<file path="src/rtl/glitc_settings_update_scheduler.sv">
// glitc_settings_update_scheduler: shadow-register bank for GLITC Vped DACs and attenuators, drained round-robin to the I2C engine.
//  Ports: user_clk_i/user_rst_i clock and sync active-high reset; user_sel_i/user_wr_i/user_addr_i/user_dat_i/user_dat_o
//  register bus (read combinational); upd_req_o/upd_chan_o/upd_dat_o/upd_eeprom_o request to the I2C engine,
//  upd_ack_i/upd_err_i its completion; busy_o high while a channel is being serviced.
//  Optional SETTINGS_ERROR_FIFO_EN: ERR_DEPTH-entry error FIFO instead of a single error register.
module glitc_settings_update_scheduler #(
  parameter int NUM_DAC   = 8,
  parameter int DAC_BITS  = 12,
  parameter int NUM_ATT   = 6,
  parameter int ATT_BITS  = 6,
  parameter int MAX_RETRY = 3,
  parameter int ERR_DEPTH = 8
) (
  input  logic        user_clk_i,
  input  logic        user_rst_i,
  input  logic        user_sel_i,
  input  logic        user_wr_i,
  input  logic [4:0]  user_addr_i,
  input  logic [31:0] user_dat_i,
  output logic [31:0] user_dat_o,
  output logic        upd_req_o,
  output logic [4:0]  upd_chan_o,
  output logic [15:0] upd_dat_o,
  output logic        upd_eeprom_o,
  input  logic        upd_ack_i,
  input  logic        upd_err_i,
  output logic        busy_o
);
  typedef enum logic [1:0] {IDLE, SCAN, ISSUE, DONE} state_t;
  localparam logic [4:0]  ND       = 5'(NUM_DAC);
  localparam logic [4:0]  NA       = 5'(NUM_ATT);
  localparam logic [15:0] DAC_MASK = 16'((1 << DAC_BITS) - 1);
  localparam logic [15:0] ATT_MASK = 16'((1 << ATT_BITS) - 1);
  localparam logic [7:0]  MR       = 8'(MAX_RETRY);
  state_t state;
  // Channel index doubles as bit index of pending and as the register address.
  logic [15:0] dac_q [16];
  logic [15:0] att_q [16];
  logic [31:0] pending, set_vec, clr_vec;
  logic [4:0]  last_ch, cur_ch, sel_ch, inflight, err_head;
  logic [7:0]  retry;
  logic        dirty, err_q, pause, overflow, push, pop, ovf_set, err_pend, final_try;
  logic        dac_hit, att_hit, wr, wr_dac, wr_att, wr_ctl, wr_chan;
  logic        unused_ok;
  assign dac_hit   = ~user_addr_i[4] & ({1'b0, user_addr_i[3:0]} < ND);
  assign att_hit   = user_addr_i[4] & ({1'b0, user_addr_i[3:0]} < NA);
  assign wr        = user_sel_i & user_wr_i;
  assign wr_dac    = wr & dac_hit;
  assign wr_att    = wr & att_hit;
  assign wr_ctl    = wr & (user_addr_i == 5'h1E);
  assign wr_chan   = wr_dac | wr_att;
  assign pop       = wr_ctl & user_dat_i[8];
  assign final_try = (retry + 8'd1) >= MR;
  assign push      = (state == DONE) & err_q & final_try;
  assign inflight  = (state == SCAN) ? sel_ch : cur_ch;
  assign set_vec   = wr_chan ? 32'd1 << user_addr_i : 32'd0;
  // A write landing while the channel is in flight keeps its pending bit alive.
  assign clr_vec   = ((state == DONE) & (~err_q | final_try) & ~dirty) ? 32'd1 << cur_ch : 32'd0;
  assign upd_chan_o = cur_ch;
  // Lowest pending channel strictly above last_ch, wrapping; j=32 lands back on last_ch itself.
  always_comb begin
    sel_ch = last_ch;
    for (int j = 32; j >= 1; j--)
      if (pending[last_ch + 5'(j)]) sel_ch = last_ch + 5'(j);
  end
  always_comb begin
    user_dat_o = dac_hit ? {16'd0, dac_q[user_addr_i[3:0]]}
               : att_hit ? {16'd0, att_q[user_addr_i[3:0]]}
               : (user_addr_i == 5'h1E) ? {|pending, pause, 13'd0, busy_o, 6'd0, overflow, err_pend, 3'd0, err_head}
               : (user_addr_i == 5'h1F) ? pending : 32'd0;
  end
  always_ff @(posedge user_clk_i) begin
    if (user_rst_i) begin
      for (int i = 0; i < 16; i++) begin
        dac_q[i] <= '0;
        att_q[i] <= '0;
      end
      pending  <= '0;
      pause    <= 1'b0;
      overflow <= 1'b0;
      dirty    <= 1'b0;
    end else begin
      if (wr_dac) dac_q[user_addr_i[3:0]] <= user_dat_i[15:0] & (DAC_MASK | 16'h8000);
      if (wr_att) att_q[user_addr_i[3:0]] <= user_dat_i[15:0] & ATT_MASK;
      if (wr_ctl) pause <= user_dat_i[30];
      pending  <= (pending & ~clr_vec) | set_vec;
      overflow <= ovf_set | (overflow & ~(wr_ctl & user_dat_i[9]));
      dirty    <= (wr_chan & (state != IDLE) & (user_addr_i == inflight)) | (dirty & (state != SCAN));
    end
  end
  always_ff @(posedge user_clk_i) begin
    if (user_rst_i) begin
      state        <= IDLE;
      upd_req_o    <= 1'b0;
      busy_o       <= 1'b0;
      cur_ch       <= '0;
      last_ch      <= '0;
      upd_dat_o    <= '0;
      upd_eeprom_o <= 1'b0;
      retry        <= '0;
      err_q        <= 1'b0;
    end else begin
      case (state)
        IDLE: if (|pending & ~pause) begin
          state  <= SCAN;
          busy_o <= 1'b1;
        end
        SCAN: begin
          cur_ch       <= sel_ch;
          last_ch      <= sel_ch;
          upd_dat_o    <= sel_ch[4] ? att_q[sel_ch[3:0]] : dac_q[sel_ch[3:0]] & DAC_MASK;
          upd_eeprom_o <= ~sel_ch[4] & dac_q[sel_ch[3:0]][15];
          upd_req_o    <= 1'b1;
          state        <= ISSUE;
        end
        ISSUE: if (upd_ack_i) begin
          upd_req_o <= 1'b0;
          err_q     <= upd_err_i;
          state     <= DONE;
        end
        DONE: if (err_q & ~final_try) begin
          retry     <= retry + 8'd1;
          upd_req_o <= 1'b1;
          state     <= ISSUE;
        end else begin
          retry  <= '0;
          busy_o <= 1'b0;
          state  <= IDLE;
        end
        default: state <= IDLE;
      endcase
    end
  end
`ifdef SETTINGS_ERROR_FIFO_EN
  localparam int AW = $clog2(ERR_DEPTH);
  localparam logic [AW:0] FULL = (AW + 1)'(ERR_DEPTH);
  logic [4:0]    err_mem [ERR_DEPTH];
  logic [AW-1:0] wp, rp;
  logic [AW:0]   cnt;
  logic          do_pop, do_push;
  assign do_pop    = pop & (cnt != '0);
  // A pop in the same cycle frees the slot the push needs.
  assign do_push   = push & ((cnt != FULL) | do_pop);
  assign ovf_set   = push & ~do_push;
  assign err_pend  = cnt != '0;
  assign err_head  = err_pend ? err_mem[rp] : '0;
  assign unused_ok = ^{user_dat_i[31], user_dat_i[29:16]};
  always_ff @(posedge user_clk_i)
    if (do_push) err_mem[wp] <= cur_ch;
  always_ff @(posedge user_clk_i) begin
    if (user_rst_i) begin
      wp  <= '0;
      rp  <= '0;
      cnt <= '0;
    end else begin
      if (do_push) wp <= wp + 1'b1;
      if (do_pop) rp <= rp + 1'b1;
      cnt <= cnt + (AW + 1)'(do_push) - (AW + 1)'(do_pop);
    end
  end
`else
  logic       err_v;
  logic [4:0] err_c;
  assign ovf_set   = push & err_v & ~pop;
  assign err_pend  = err_v;
  assign err_head  = err_v ? err_c : '0;
  assign unused_ok = ^{user_dat_i[31], user_dat_i[29:16], ERR_DEPTH[0]};
  always_ff @(posedge user_clk_i) begin
    if (user_rst_i) begin
      err_v <= 1'b0;
      err_c <= '0;
    end else if (push) begin
      err_v <= 1'b1;
      err_c <= cur_ch;
    end else if (pop) begin
      err_v <= 1'b0;
    end
  end
`endif
endmodule

</file>
<file path="config.mk">
export PLATFORM = sky130hd
export DESIGN_NAME = glitc_settings_update_scheduler
export DESIGN_NICKNAME = d
export VERILOG_FILES = /design/src/rtl/glitc_settings_update_scheduler.sv
export SDC_FILE = /design/constraint.sdc
export NUM_CORES = 1
export LEC_CHECK = 0
export ABC_CLOCK_PERIOD_IN_PS = 5770
export CORE_MARGIN = 10
export CORE_UTILIZATION = 55
export DETAILED_ROUTE_END_ITERATION = 10
export DONT_BUFFER_PORTS = 1
export HOLD_SLACK_MARGIN = 0.1
export PLACE_DENSITY = 0.73
export SYNTH_ARGS = -nofsm -noshare
export SYNTH_HDL_FRONTEND = slang
export SYNTH_SLANG_ARGS = --single-unit
</file>
<file path="constraint.sdc">
create_clock -name user_clk_i -period 5.77 [get_ports user_clk_i]
set_input_delay 1.154 -clock user_clk_i [delete_from_list [all_inputs] [get_ports user_clk_i]]
set_output_delay 1.154 -clock user_clk_i [all_outputs]
set_load 0.1 [all_outputs]
</file>
==> metrics <==
status finished, final reports clean; Post-DP Area 25700 µm²; # setup viols final 0; number of antenna violations at the first check in global routing 0; CTS Hold Bufs 0; slew margin rel. 0.100; Post-CTS Resized 0; Hold Crit Class register to register; Seq/Total Area, Yosys 0.443; Clock Path Buffers 3; fin nets 2388; DR pass1 iterations 8; Yosys Warn Count 0; ys async rst share 0; remaining global-route overflow 0; layout cell share with drive strength beyond 1 0.173; vias per std cell 6.63; slowest stage delay, CP 500 ps; peak fanout along the critical path 15; Detailed Place HPWL 55200 µm; Critical Path AT 6030 ps; setup bufs post-CTS 0; min Tclk post-route 5570 ps; post-route ant nets 0; Post-Syn Area 24100 µm²; Max Cap Viol 0; CP dominant cell by count buf_4; Die Y 229 µm; root buf cell clkbuf_16; CP delay by family, top compound AO/OA/AOI/OAI gates; core box area 43200 µm²; setup TNS 0 ps; Crit Path Category register to register; CTS tree yes; vias in the first global route 19000; total track usage 0.291; Post-synth EDFFs 304; CP max stage cell o211ai_1; distinct cell type count after synthesis 98; Worst EP required 6240 ps; largest net degree at the start of global routing 200; worst path bufs/invs 5; Initial DRC Count 2547; diode count 0; top_reg_cell synth edfxtp_1; Setup crit start kind register; via count 19500; Initial Util 0.557; Fin. Hold Viols 0; Post-Synthesis Cells 2176; htree depth 2; I/O pin total 99; Clk pin slew, worst setup/hold paths 60 ps; fill cell count 3458; Avg WL per Cell 26.7 µm; Residual DRC 0; Worst-Skew Late Latency 570 ps; IO Port Bufs 0; Sink Count 381; final WL 78600 µm; crit path cell chain clkinv_1, buf_4, ha_1, xor2_2, buf_4, mux4_2, o211ai_1, o21a_1, o21ai_1, a2111o_1, a22oi_1, buf_4, nand3_2, nand2_4, buf_12, mux4_2, mux2i_1, a221oi_1, and3_1; FP Rows 76; Final GP Congestion 1.00; unrepaired setup endpoints after global routing no; die width 229 µm; Final Skew 30.6 ps; Max Clk Rate 0.180 GHz; fin crit share 0.965; Design Area, Final 27100 µm²; TritonCTS buffer count 41; Critical Path End Type register; die footprint 52500 µm²; Seq cells post-synth 381; first-pass GRT wire length 118000 µm; area grow syn2layout 12.7%; Slew Limit Fails 0; actual slew at the worst max-slew pin 1340 ps; syn_area_per_cell 11.1 µm²
==> metrics by stage <==
step                      setup slack [ps]   util  cells  hold WS, ps
after floorplan                       8.04      -   2343          442
after global placement                 140  0.596   2868          458
after detailed placement               128  0.596   2868          466
after CTS                              122  0.627   2944          479
after global routing                  46.4  0.628   2944          496
final                                  205  0.628   2944          485
==> layout by cell type (no fill, tap or decap), types with 44 or more instances in the layout <==
master	count
edfxtp_1	304
nor2_1	102
o21ai_0	69
a211oi_1	49
nand3_1	58
nand2_1	262
dfxtp_1	74
buf_4	122
a21oi_1	74
conb_1	168
a311o_1	44
mux4_2	117
mux2i_1	115
and2_1	172
==> layout make-up <==
type                    count  area, µm²  area share
clock buffers              54       1130      0.0418
clock inverters            22        208     0.00766
inverters                  34        128     0.00471
multi-input cells        1734      13100       0.483
flip-flops and latches    381      10700       0.394
well taps                 585        732      0.0270
repair buffers            134       1160      0.0426
==> layer usage <==
metal	vias to the layer above	routed length [µm]	track usage
met1	9621	29900	0.373
li1	8486	-	-
met3	203	8550	0.0654
met4	0	2940	0.109
met5	-	0	0
met2	1217	37200	0.474
==> path summary, 6_finish.rpt <==
path / from / endpoint / slack (ps) / cells past startpoint
hold / removal: err_q$_SDFFE_PP0P_ / err_q$_SDFFE_PP0P_ / 480 / 2
hold reg to reg: err_q$_SDFFE_PP0P_ / err_q$_SDFFE_PP0P_ / 480 / 2
setup / recovery: last_ch[2]$_SDFFE_PP0P_ / upd_dat_o[1]$_SDFFE_PP0P_ / 200 / 19
setup reg to reg: last_ch[2]$_SDFFE_PP0P_ / upd_dat_o[1]$_SDFFE_PP0P_ / 200 / 19
==> worst reg2reg max path: cells and delay by family, from the launching register on <==
family	cells	cell delay, ps
multiplexers	3	1130
flip-flops	1	410
buffers and inverters	5	1100
AND/OR/NAND/NOR	3	620
AO/OA/AOI/OAI	6	1770
adder cells (fa/ha/maj)	1	280
XOR/XNOR	1	190
==> cell usage after synthesis (26+ instances only) <==
master,n,share of area
a21oi_1,75,0.016
nor2_1,103,0.016
nand3_1,59,0.012
o21ai_0,88,0.018
mux2_2,32,0.015
and2_1,172,0.045
mux4_2,117,0.11
a21boi_0,36,0.011
and3_1,26,0.0068
xnor2_1,31,0.011
nor3_1,27,0.0056
edfxtp_1,304,0.38
a211oi_1,49,0.015
buf_2,40,0.0083
clkbuf_1,117,0.018
a311o_1,44,0.018
mux2i_1,117,0.049
dfxtp_1,77,0.064
nand2_1,262,0.041
==> registers in the layout, indices dropped and copies added, names as in the netlist <==
signal        count
err_c             5
retry             8
err_pend          1
pause             1
err_q             1
upd_req_o         1
pending          32
upd_dat_o        12
last_ch           5
dac_q           208
upd_chan_o        5
upd_eeprom_o      1
dirty             1
busy_o            1
att_q            96
state             2
overflow          1
==> kinds of logic (layout without fill, tap and decap cells) <==
group | after synthesis | in the layout | share of synthesized area
compound gates | 495 | 495 | 0.151
xor+xnor | 43 | 43 | 0.0172
fa+ha+maj | 19 | 19 | 0.00988
buf+inv | 228 | 244 | 0.0442
flops | 381 | 381 | 0.443
mux | 282 | 282 | 0.185
other cells | 1 | 168 | 0.000156
simple gates | 727 | 727 | 0.149
Power is left out: the tool's default activity adds up to more than one toggle a clock period on the data nets, which glitch-free logic cannot reach.
==> RTL edit: new RTL, same settings <==
Set the parameter `NUM_DAC` to 6 (it was 8).
--- a/src/rtl/glitc_settings_update_scheduler.sv
+++ b/src/rtl/glitc_settings_update_scheduler.sv
@@ -5,5 +5,5 @@
 //  Optional SETTINGS_ERROR_FIFO_EN: ERR_DEPTH-entry error FIFO instead of a single error register.
 module glitc_settings_update_scheduler #(
-  parameter int NUM_DAC   = 8,
+  parameter int NUM_DAC   = 6,
   parameter int DAC_BITS  = 12,
   parameter int NUM_ATT   = 6,
Formal check against the unedited RTL: not equivalent (a bounded check fails within 4 cycles, from zero or initial values and one cycle with user_rst_i high).
==> RTL edit against the original RTL <==
Hold slack worse by 0.013 ns. Synthesized cell count fell by 5.1%. Sequential cell count unchanged. Wire length shrank 1.0%. Setup slack improved by 0.043 ns. Sequential share of layout area fell by 1.8 points. Area after synthesis up 4.6%. Design area is 4.8% higher. Critical path type unchanged.
Power is left out: the tool's default activity adds up to more than one toggle a clock period on the data nets, which glitch-free logic cannot reach.
==> RTL edit: results (changes against the original RTL) <==
| Metric | Value |
|---|---|
| GPL Wtd Cong | 0.9850 (-1.8%) |
| Worst slew pin tran | 1.142 ns (-0.1936 ns) |
| Final #Nets | 2329 (-2.5%) |
| Root Buffer | clkbuf_16 |
| Crit path largest cell delay | 0.55 ns (+0.05 ns) |
| Clock transition at path regs | 0.06 ns (about the same) |
| First-pass GRT wire length | 116500 um (-1.1%) |
| DR pass1 iterations | 7 (-1) |
| Worst reg2reg setup slack | 0.25 ns (+0.04 ns) |
| Initial antenna violation count | 2 (+2) |
| Routed len/inst | 26.83 um (+0.47%) |
| # fillers | 3582 (+3.6%) |
| Multiplexer share of the synthesized area | 29.01% (+10 points) |
| CP delay by family, top | multiplexers |
| XOR/XNOR Fraction of Synth Area | 1.556% (-0.17 points) |
| Distinct cell type count after synthesis | 94 (-4.1%) |
| DP HPWL | 56250 um (+1.8%) |
| Total GRT Usage | 28.35% (-0.73 points) |
| Pin count of the biggest net entering global routing | 227 (+14%) |
| Status | finished clean |
| WP data arrival | 5.99 ns (-0.04 ns) |
| Post-DP Area | 0.02713 mm2 (+5.4%) |
| Final hold slack | 0.4722 ns (-0.01271 ns) |
| Post-Synth Adder-Cell Area | 0.9443% (-0.044 points) |
| Worst-skew pair later-pin latency | between 0.5 and 0.6 ns |
| First DRT Iteration DRCs | 2391 (-6.1%) |
| Clock Skew | 0.02944 ns (-0.001182 ns) |
| Slowest stage cell, crit path | mux4_2 |
| Via count | 18840 (-3.5%) |
| Area contributors post-synth | edfxtp_1 (36%), mux4_2 (14%), mux2i_1 (11%) |
| Layout cell share with drive strength beyond 1 | 19.96% (+2.6 points) |
| Top post-synthesis cells by count | edfxtp_1 (304), mux2i_1 (286), mux4_2 (154) |
| Compound-cell area share of the yosys netlist | 10.30% (-4.8 points) |
| Crit Path Max Fanout | 14 (-1) |
| Part of the Yosys area used for sequential elements | 42.39% (-2.0 points) |
| Tcrit/Tclk final | 95.71% (-0.74 points) |
-- RTL edit: metal layers --
layer / up-vias / share of wire [%] / global-route usage (%) / routed length [um]
li1: 8305 / - / - / -
met1: 9348 / 38 / 36.90 / 29630
met2: 1017 / 47 / 45.37 / 36680
met3: 163 / 11 / 6.684 / 8529
met4: 2 / 3.8 / 11.09 / 2967
met5: - / 0.0090 / 0 / 7
-- RTL edit: cell families after synthesis --
group | Yosys count
AND/OR/NAND/NOR | 551
multiplexers | 503
flip-flops | 381
AO/OA/AOI/OAI | 356
buffers and inverters | 215
XOR/XNOR | 40
adder cells (fa/ha/maj) | 19
other | 1
-- RTL edit: worst min-delay path, stage by stage (launching register included) --
cell and delay [ns]:
dfxtp_1 0.32, nand2_1 0.06, a21oi_1 0.05
-- RTL edit: cell type report --
| class | instances | area (um2) | area share [%] |
|---|---|---|---|
| Multi-Input combinational cell | 1663 | 14230 | 50.05 |
| Sequential cell | 381 | 10670 | 37.55 |
| Timing Repair Buffer | 143 | 1334 | 4.692 |
| Clock buffer | 55 | 1100 | 3.869 |
| Tap cell | 600 | 750.7 | 2.641 |
| Clock inverter | 21 | 198.9 | 0.6999 |
| Inverter | 37 | 138.9 | 0.4886 |
| Antenna cell | 1 | 2.502 | 0.008804 |
-- RTL edit: worst paths after layout --
check | start | to | cells past startpoint
max | last_ch[1]$_SDFFE_PP0P_ | upd_dat_o[9]$_SDFFE_PP0P_ | 19
min | err_q$_SDFFE_PP0P_ | err_q$_SDFFE_PP0P_ | 2
max reg2reg | last_ch[1]$_SDFFE_PP0P_ | upd_dat_o[9]$_SDFFE_PP0P_ | 19
min reg2reg | err_q$_SDFFE_PP0P_ | err_q$_SDFFE_PP0P_ | 2
-- RTL edit: per-stage QoR --
stage,instances,util [%]
5_1_grt,2901,62.77
3_3_place_gp,2824,59.91
4_1_cts,2900,62.78
3_5_place_dp,2824,59.91
2_1_floorplan,2259,-
6_report,2901,62.77
-- RTL edit: timing repair --
action | 4_1_cts | 5_1_grt
hold buffers | 0 | 0
hold endpoints to repair | 0 | 0
endpoints found under the setup margin | 0 | 12
gates resized for setup | 0 | 9
